--- src/rtl/imm_encoder.sv ---
// Streaming RISC-V immediate packer with registered output and one-entry skid buffer.
// Optional macro IMM_ROUNDTRIP_CHECK_EN adds a sticky decode-back self check (chk_err).
module imm_encoder #(
    parameter int W     = 32,
    parameter int CNT_W = 16
) (
    input  logic             clk,
    input  logic             rst_n,
    input  logic             in_valid,
    output logic             in_ready,
    input  logic [1:0]       imm_src,
    input  logic [W-1:0]     imm,
    input  logic [31:0]      base,
    output logic             out_valid,
    input  logic             out_ready,
    output logic [31:0]      out_instr,
    output logic             out_range_err,
`ifdef IMM_ROUNDTRIP_CHECK_EN
    output logic             chk_err,
`endif
    output logic [CNT_W-1:0] err_count
);

    // state | meaning
    // EMPTY | main and skid empty
    // ONE   | main holds a word, skid empty
    // FULL  | main and skid both hold words, input stalled
    typedef enum logic [1:0] {EMPTY, ONE, FULL} state_t;

    state_t      state;
    logic [31:0] pack;
    logic        range_err;
    logic [31:0] skid_instr;
    logic        skid_err;
    logic        accept, pop, load_in_main, load_skid, load_skid_main;

    always_comb begin
        pack = base;
        case (imm_src)
            2'b00: pack[31:20] = imm[11:0];
            2'b01: begin
                pack[31:25] = imm[11:5];
                pack[11:7]  = imm[4:0];
            end
            2'b10: begin
                pack[31]    = imm[12];
                pack[30:25] = imm[10:5];
                pack[11:8]  = imm[4:1];
                pack[7]     = imm[11];
            end
            default: begin
                pack[31]    = imm[20];
                pack[30:21] = imm[10:1];
                pack[20]    = imm[11];
                pack[19:12] = imm[19:12];
            end
        endcase
    end

    // Upper bits must be a pure sign extension; branch/jump offsets must be even.
    always_comb begin
        case (imm_src)
            2'b00, 2'b01: range_err = !((&imm[W-1:11]) || !(|imm[W-1:11]));
            2'b10:        range_err = !((&imm[W-1:12]) || !(|imm[W-1:12])) || imm[0];
            default:      range_err = !((&imm[W-1:20]) || !(|imm[W-1:20])) || imm[0];
        endcase
    end

    assign accept         = in_valid && in_ready;
    assign pop            = out_valid && out_ready;
    assign load_in_main   = accept && ((state == EMPTY) || pop);
    assign load_skid      = accept && (state == ONE) && !pop;
    assign load_skid_main = (state == FULL) && pop;

    always_ff @(posedge clk or negedge rst_n) begin
        if (!rst_n) begin
            state         <= EMPTY;
            out_valid     <= 1'b0;
            in_ready      <= 1'b1;
            out_instr     <= '0;
            out_range_err <= 1'b0;
            skid_instr    <= '0;
            skid_err      <= 1'b0;
            err_count     <= '0;
        end else begin
            if (load_in_main) begin
                out_instr     <= pack;
                out_range_err <= range_err;
            end else if (load_skid_main) begin
                out_instr     <= skid_instr;
                out_range_err <= skid_err;
            end
            if (load_skid) begin
                skid_instr <= pack;
                skid_err   <= range_err;
            end
            case (state)
                EMPTY: if (accept) begin
                    state     <= ONE;
                    out_valid <= 1'b1;
                end
                ONE: if (load_skid) begin
                    state    <= FULL;
                    in_ready <= 1'b0;
                end else if (pop && !accept) begin
                    state     <= EMPTY;
                    out_valid <= 1'b0;
                end
                FULL: if (pop) begin
                    state    <= ONE;
                    in_ready <= 1'b1;
                end
                default: begin
                    state     <= EMPTY;
                    out_valid <= 1'b0;
                    in_ready  <= 1'b1;
                end
            endcase
            if (accept && range_err && !(&err_count))
                err_count <= err_count + 1'b1;
        end
    end

`ifdef IMM_ROUNDTRIP_CHECK_EN
    logic pack_mis, skid_mis;

    function automatic logic [31:0] unpack(input logic [31:0] i, input logic [1:0] s);
        case (s)
            2'b00:   return {{20{i[31]}}, i[31:20]};
            2'b01:   return {{20{i[31]}}, i[31:25], i[11:7]};
            2'b10:   return {{19{i[31]}}, i[31], i[7], i[30:25], i[11:8], 1'b0};
            default: return {{11{i[31]}}, i[31], i[19:12], i[20], i[30:21], 1'b0};
        endcase
    endfunction

    // Mismatch is judged at pack time and carried with the word until it reaches main.
    assign pack_mis = !range_err && (unpack(pack, imm_src) != imm);

    always_ff @(posedge clk or negedge rst_n) begin
        if (!rst_n) begin
            skid_mis <= 1'b0;
            chk_err  <= 1'b0;
        end else begin
            if (load_skid)
                skid_mis <= pack_mis;
            if ((load_in_main && pack_mis) || (load_skid_main && skid_mis))
                chk_err <= 1'b1;
        end
    end
`endif

endmodule

--- config.mk ---
export PLATFORM = sky130hd
export DESIGN_NAME = imm_encoder
export DESIGN_NICKNAME = d
export VERILOG_FILES = /design/src/rtl/imm_encoder.sv
export SDC_FILE = /design/constraint.sdc
export NUM_CORES = 1
export LEC_CHECK = 0
export BUFFER_PORTS_ARGS = -buffer_cell sky130_fd_sc_hd__buf_2
export CORE_MARGIN = 10
export CORE_UTILIZATION = 36
export DETAILED_ROUTE_END_ITERATION = 16
export SYNTH_ARGS = -nofsm -noshare
export SYNTH_HDL_FRONTEND = slang
export SYNTH_SLANG_ARGS = --single-unit
--- constraint.sdc ---
create_clock -name clk -period 1.6 [get_ports clk]
set_input_delay 0 -clock clk [delete_from_list [all_inputs] [get_ports clk]]
set_output_delay 0 -clock clk [all_outputs]
set_load 0.02 [all_outputs]
# ---- Word-level counts from Yosys, hierarchy flattened
# Index checks and enable logic that the tools add are counted.
dict set report classes {
  addsub 1
  muxes 21
  reduce_logical 40
  eq_ne 10
  bitwise_logic 2
}
# operator count
set op_table {}
lappend op_table {{2-to-1 mux 32 bit} 2}
lappend op_table {{AND reduction 21 bit} 1}
lappend op_table {{OR reduction 21 bit} 1}
lappend op_table {{one-hot mux 5 bit (2 select lines)} 2}
lappend op_table {{AND reduction 20 bit} 1}
lappend op_table {{OR reduction 20 bit} 1}
lappend op_table {{adder 16 x 1 -> 16 bit, second input constant} 1}
lappend op_table {{AND reduction 16 bit} 1}
lappend op_table {{one-hot mux 7 bit (2 select lines)} 1}
lappend op_table {{AND reduction 12 bit} 1}
lappend op_table {{OR reduction 12 bit} 1}
lappend op_table {{logical AND 1 bit} 9}
lappend op_table {{logical NOT 1 bit} 9}
lappend op_table {{2-to-1 mux 2 bit} 4}
lappend op_table {{2-to-1 mux 8 bit} 1}
lappend op_table {{!= test 2 bit, second input constant} 4}
lappend op_table {{2-to-1 mux 1 bit} 7}
lappend op_table {{logical OR 1 bit} 6}
lappend op_table {{one-hot mux 1 bit (3 select lines)} 2}
lappend op_table {{one-hot mux 2 bit (3 select lines)} 1}
lappend op_table {{AND reduction 3 bit} 2}
lappend op_table {{equality test 2 x 1 -> 1 bit, second input constant} 2}
lappend op_table {{equality test 2 bit, second input constant} 2}
lappend op_table {{logical NOT 2 bit} 2}
lappend op_table {{8 further kinds} 10}
dict set report totals {
  elab_cells 82
  reg_bits 86
  output_inout_bits 51
}

# ---- Longest topological paths before layout
dict set report depth {
  word_depth 8
  mapped_depth 8
}

# ---- Worst setup path after synthesis
# Ideal clock, no wire load.
dict set report synth_timing {
  kind {register to register}
  from {register err_count[0]}
  to {register err_count[1]}
  setup_time_ns 0.125
  required_ns 1.475
  path_buffers 0
  path_stages_with_launch 7
  arrival_time_ns 1.826
  slack_ns -0.351
  cell_sequence {dfrtp_1 -> ha_1 -> nand2_1 -> nor4_1 -> nand2_1 -> nand3_2 -> mux2_4}
}
dict set report synth_between {
  elab_chain_len 3
}
# element line_no
set synth_rtl {}
lappend synth_rtl {{start: declaration} 21} ;# output logic [CNT_W-1:0] err_count
lappend synth_rtl {{start signal: assignment} 120} ;# err_count <= err_count + 1'b1;
lappend synth_rtl {{parallel branches: the longest is 3 deep, another holds adder 16 x 1 -> 16 bit} -}
# Several ways; the timed one is not identified.
# A chain may end at the register's enable or synchronous reset.

# ---- Final worst setup path
dict set report layout_timing {
  from {register out_valid}
  to {register out_instr[11]}
}
dict set report layout_between {
  elab_chain_len 4
}
# element line_no
set layout_rtl {}
lappend layout_rtl {{start: declaration} 14} ;# output logic out_valid,
lappend layout_rtl {{start signal: assignment} 78} ;# out_valid <= 1'b0;
lappend layout_rtl {{start signal: assignment} 100} ;# out_valid <= 1'b1;
lappend layout_rtl {{start signal: assignment} 107} ;# out_valid <= 1'b0;
lappend layout_rtl {{logical AND 1 bit *} 70} ;# assign pop = out_valid && out_ready;
lappend layout_rtl {{logical OR 1 bit} 71} ;# assign load_in_main = accept && ((state == EMPTY) || pop);
lappend layout_rtl {{logical AND 1 bit} 71}
lappend layout_rtl {{2-to-1 mux 32 bit / nonzero test 2 bit (equally long branches)} -}
lappend layout_rtl {{end signal: assignment} 87} ;# out_instr <= pack;
lappend layout_rtl {{end signal: assignment} 90} ;# out_instr <= skid_instr;
lappend layout_rtl {{end: declaration} 16} ;# output logic [31:0] out_instr,
# Every way passes the cells marked *; elsewhere a longest branch is shown, timed or not.

==> qor.yml <==
clock_tree:
  root_buffer: "clkbuf_16"
  cts_tree: "yes"
  clock_sinks: 86
  cts_buffers: 9
  cts_buffer_depth: 2
  clk_pin_slew_ns: 0.06
  htreeDepth: 3
  clk-insertion-delay-late_ns: 0.33
logic_synthesis:
  yosysUniqueCellTypes: 41
  synth_top_family_by_area: "simple AND/OR/NAND/NOR gates"
  synth_xor_area_frac: 0.0294
  ys_seq_area_frac: 0.516
  ys_ff_latch: 86
  syn_inst: 424
  syn_nets: 499
  synth_ff_type: "dfrtp_1"
  syn-cell-area_um2: 4170
  synthAdderAreaFrac: 0.0150
  avgSynthCellArea_um2: 9.84
  synth_compound_area_frac: 0.107
  yosysWarnings: 0
  yosys.area_share.simple: 0.194
  synth_edf_count: 0
  async_flop_share: 1.00
  synth.mux.area_fraction: 0.111
drt:
  wl_um: 11600
  initialDrtViolationCount: 210
  vias_per_cell: 4.92
  postRouteAntennaNets: 0
  vias: 3634
  drc_errors: 0
  wl_per_cell_um: 15.8
  drt-pass1-iter-count: 5
run:
  cap_violations: 0
pwr:
  vdd_ir_drop_max_mv: 0.638
  sequentialPowerShare: 0.447
  swShare: 0.258
  clkPwrFrac: 0.385
  p_per_area_nw_per_um2: 898
  switching_power_mw: 1.35
  leakage_nw: 3.05
  p_int_mw: 3.89
  comb_power_share: 0.168
timing:
  max_slew_margin: 0.697
  fmax_ghz: 0.641
  setup_viol: 0
  fin_crit_sh: 0.975
  tightest_slew_ns: 0.451
  period_needed_ns: 1.56
  report.final.slew_viol_count: 0
  rsz0062_at_grt: "yes"
  finClkSkew_ns: 0.00837
  timing.setup.tns_ns: 0
  hold_viol: 0
floorplan:
  core_um2: 11400
  die_x_um: 128
  start_util: 0.367
  die_y_um: 128
  rows: 39
  die-area_um2: 16300
  pin_count: 121
hold_path:
  hold_path_class: "input port to flop"
  worstHoldPathCells: 3
placed_design:
  placed_area_um2: 5240
  dp_hpwl_um: 8530
  gp_congestion: 0.800
  io_buffers: 113
setup_path:
  crit_required_ns: 1.81
  critPathMaxFanout: 9
  path_cells: "and2_4 > nand3b_1 > buf_6 > clkbuf_16 > mux2_2 > nor2_1 > a21oi_1"
  r2r_cells: 7
  slowest_stage: "dfrtp_2"
  critPathMaxStageDelay_ns: 0.40
  cp.arrival_ns: 1.77
  setup.worst_path.end_class: "flop"
  critPathKind: "flop to flop"
  worst_setup_path_start_kind: "flop"
global_routing:
  grtUsageTotal: 0.141
  grt_pass1_wl_um: 18900
  gr-total-overflow: 0
  antenna_found_initial: 0
  grt_max_degree: 87
  first_global_vias: 3781
finish:
  fillCellCount: 1054
  syn2layout_area_growth_pct: 39.9
  post-route-cell-area_um2: 5830
  mostFrequentLayoutCell: "buf_2"
  drive_gt1_frac: 0.372
  most-common-layout-cells: "buf_2 (112), nand2_1 (88), dfrtp_1 (81)"
  diodes: 0
  nets: 666
status:
  status: "completed"
[cell type report]
type / count / area [um^2] / share of cell area
repair buffers: 178 / 1200 / 0.205
clock buffers: 12 / 236 / 0.0405
well taps: 143 / 179 / 0.0307
inverters: 3 / 11.3 / 0.00193
flip-flops and latches: 86 / 2160 / 0.370
multi-input cells: 313 / 2000 / 0.344
clock inverters: 4 / 47.5 / 0.00815
[layer usage]
metal / global-route usage / wire, um / vias up
li1: - / - / 1820
met5: 0 / 0 / -
met1: 0.173 / 5240 / 1716
met2: 0.232 / 5610 / 86
met3: 0.0376 / 639 / 12
met4: 0.0490 / 146 / 0
[logic make-up after synthesis]
logic type                 Yosys count
xor gates and xnor gates            14
and+or+nand+nor                    173
DFF                                 86
adders and majority gates            5
buffers and inverters               25
muxes                               43
AOI/OAI and AO/OA                   78
[synth_stat cells (all sizes together) (3+ instances only)]
| master | n | area share |
|---|---|---|
| nor4 | 7 | 0.010 |
| mux2i | 23 | 0.055 |
| buf | 10 | 0.014 |
| and4 | 5 | 0.011 |
| nand3b | 3 | 0.0054 |
| xnor2 | 14 | 0.029 |
| nand4 | 16 | 0.024 |
| a22oi | 7 | 0.013 |
| nand2 | 91 | 0.082 |
| a21oi | 24 | 0.029 |
| nor2 | 26 | 0.023 |
| dfrtp | 85 | 0.51 |
| ha | 5 | 0.015 |
| o21ai | 38 | 0.046 |
| and3 | 3 | 0.0045 |
| mux2 | 20 | 0.056 |
| clkbuf | 12 | 0.011 |
| inv | 3 | 0.0027 |
| nand3 | 6 | 0.0084 |
| a31oi | 4 | 0.0060 |
| nor2b | 6 | 0.0090 |
[timing repair]
item,CTS,global route
hold buffers,18,0
gates resized for setup,1,10
gates cloned,0,2
setup buffers,0,5
pin swaps,0,4
hold endpoints to repair,115,0
endpoints found under the setup margin,1,42
[registers in the layout, summed over array words and instances (netlist names)]
| name | flops |
|---|---|
| in_ready | 1 |
| out_valid | 1 |
| out_instr | 32 |
| skid_instr | 32 |
| state | 2 |
| out_range_err | 1 |
| skid_err | 1 |
| err_count | 16 |
[worst max-delay path: cells and delay by family (launching register included)]
| kind | cells | cell delay, ns |
|---|---|---|
| buffers and inverters | 2 | 0.31 |
| DFF | 1 | 0.40 |
| and+or+nand+nor | 3 | 0.35 |
| AOI/OAI and AO/OA | 1 | 0.04 |
| muxes | 1 | 0.33 |
[per-stage QoR]
stage	total power, mW	hold WS [ns]	setup WS (ns)	cells	util
floorplan	2.77	-0.296	-0.0922	424	-
global placement	3.17	0.0756	-0.117	698	0.461
detailed placement	3.19	0.0795	-0.168	698	0.461
CTS	5.26	0.0000841	0.00935	732	0.502
global route	5.52	0.0254	-0.0133	739	0.513
finish	5.24	0.00593	0.0395	739	0.513
[worst paths after layout]
check	slack, ns	endpoint	startpoint
worst max-delay path	0.04	out_instr[11]	out_valid
worst min-delay path	0.006	skid_instr[13]	base[13]
worst max register to register	0.04	out_instr[11]	out_valid
worst min register to register	0.47	skid_instr[3]	skid_instr[3]
max in group asynchronous	0.96	err_count[0]	rst_n
min in group asynchronous	0.25	skid_instr[26]	rst_n
[power by group through the flow]
| stage | registers, mW | clock network (mW) | logic, mW |
|---|---|---|---|
| floorplan | 2.50 | 0 | 0.270 |
| global placement | 2.37 | 0 | 0.806 |
| detailed placement | 2.37 | 0 | 0.820 |
| CTS | 2.33 | 2.07 | 0.856 |
| global route | 2.36 | 2.17 | 0.987 |
| finish | 2.34 | 2.02 | 0.882 |
No activity file was read; power rests on OpenSTA's default activity.
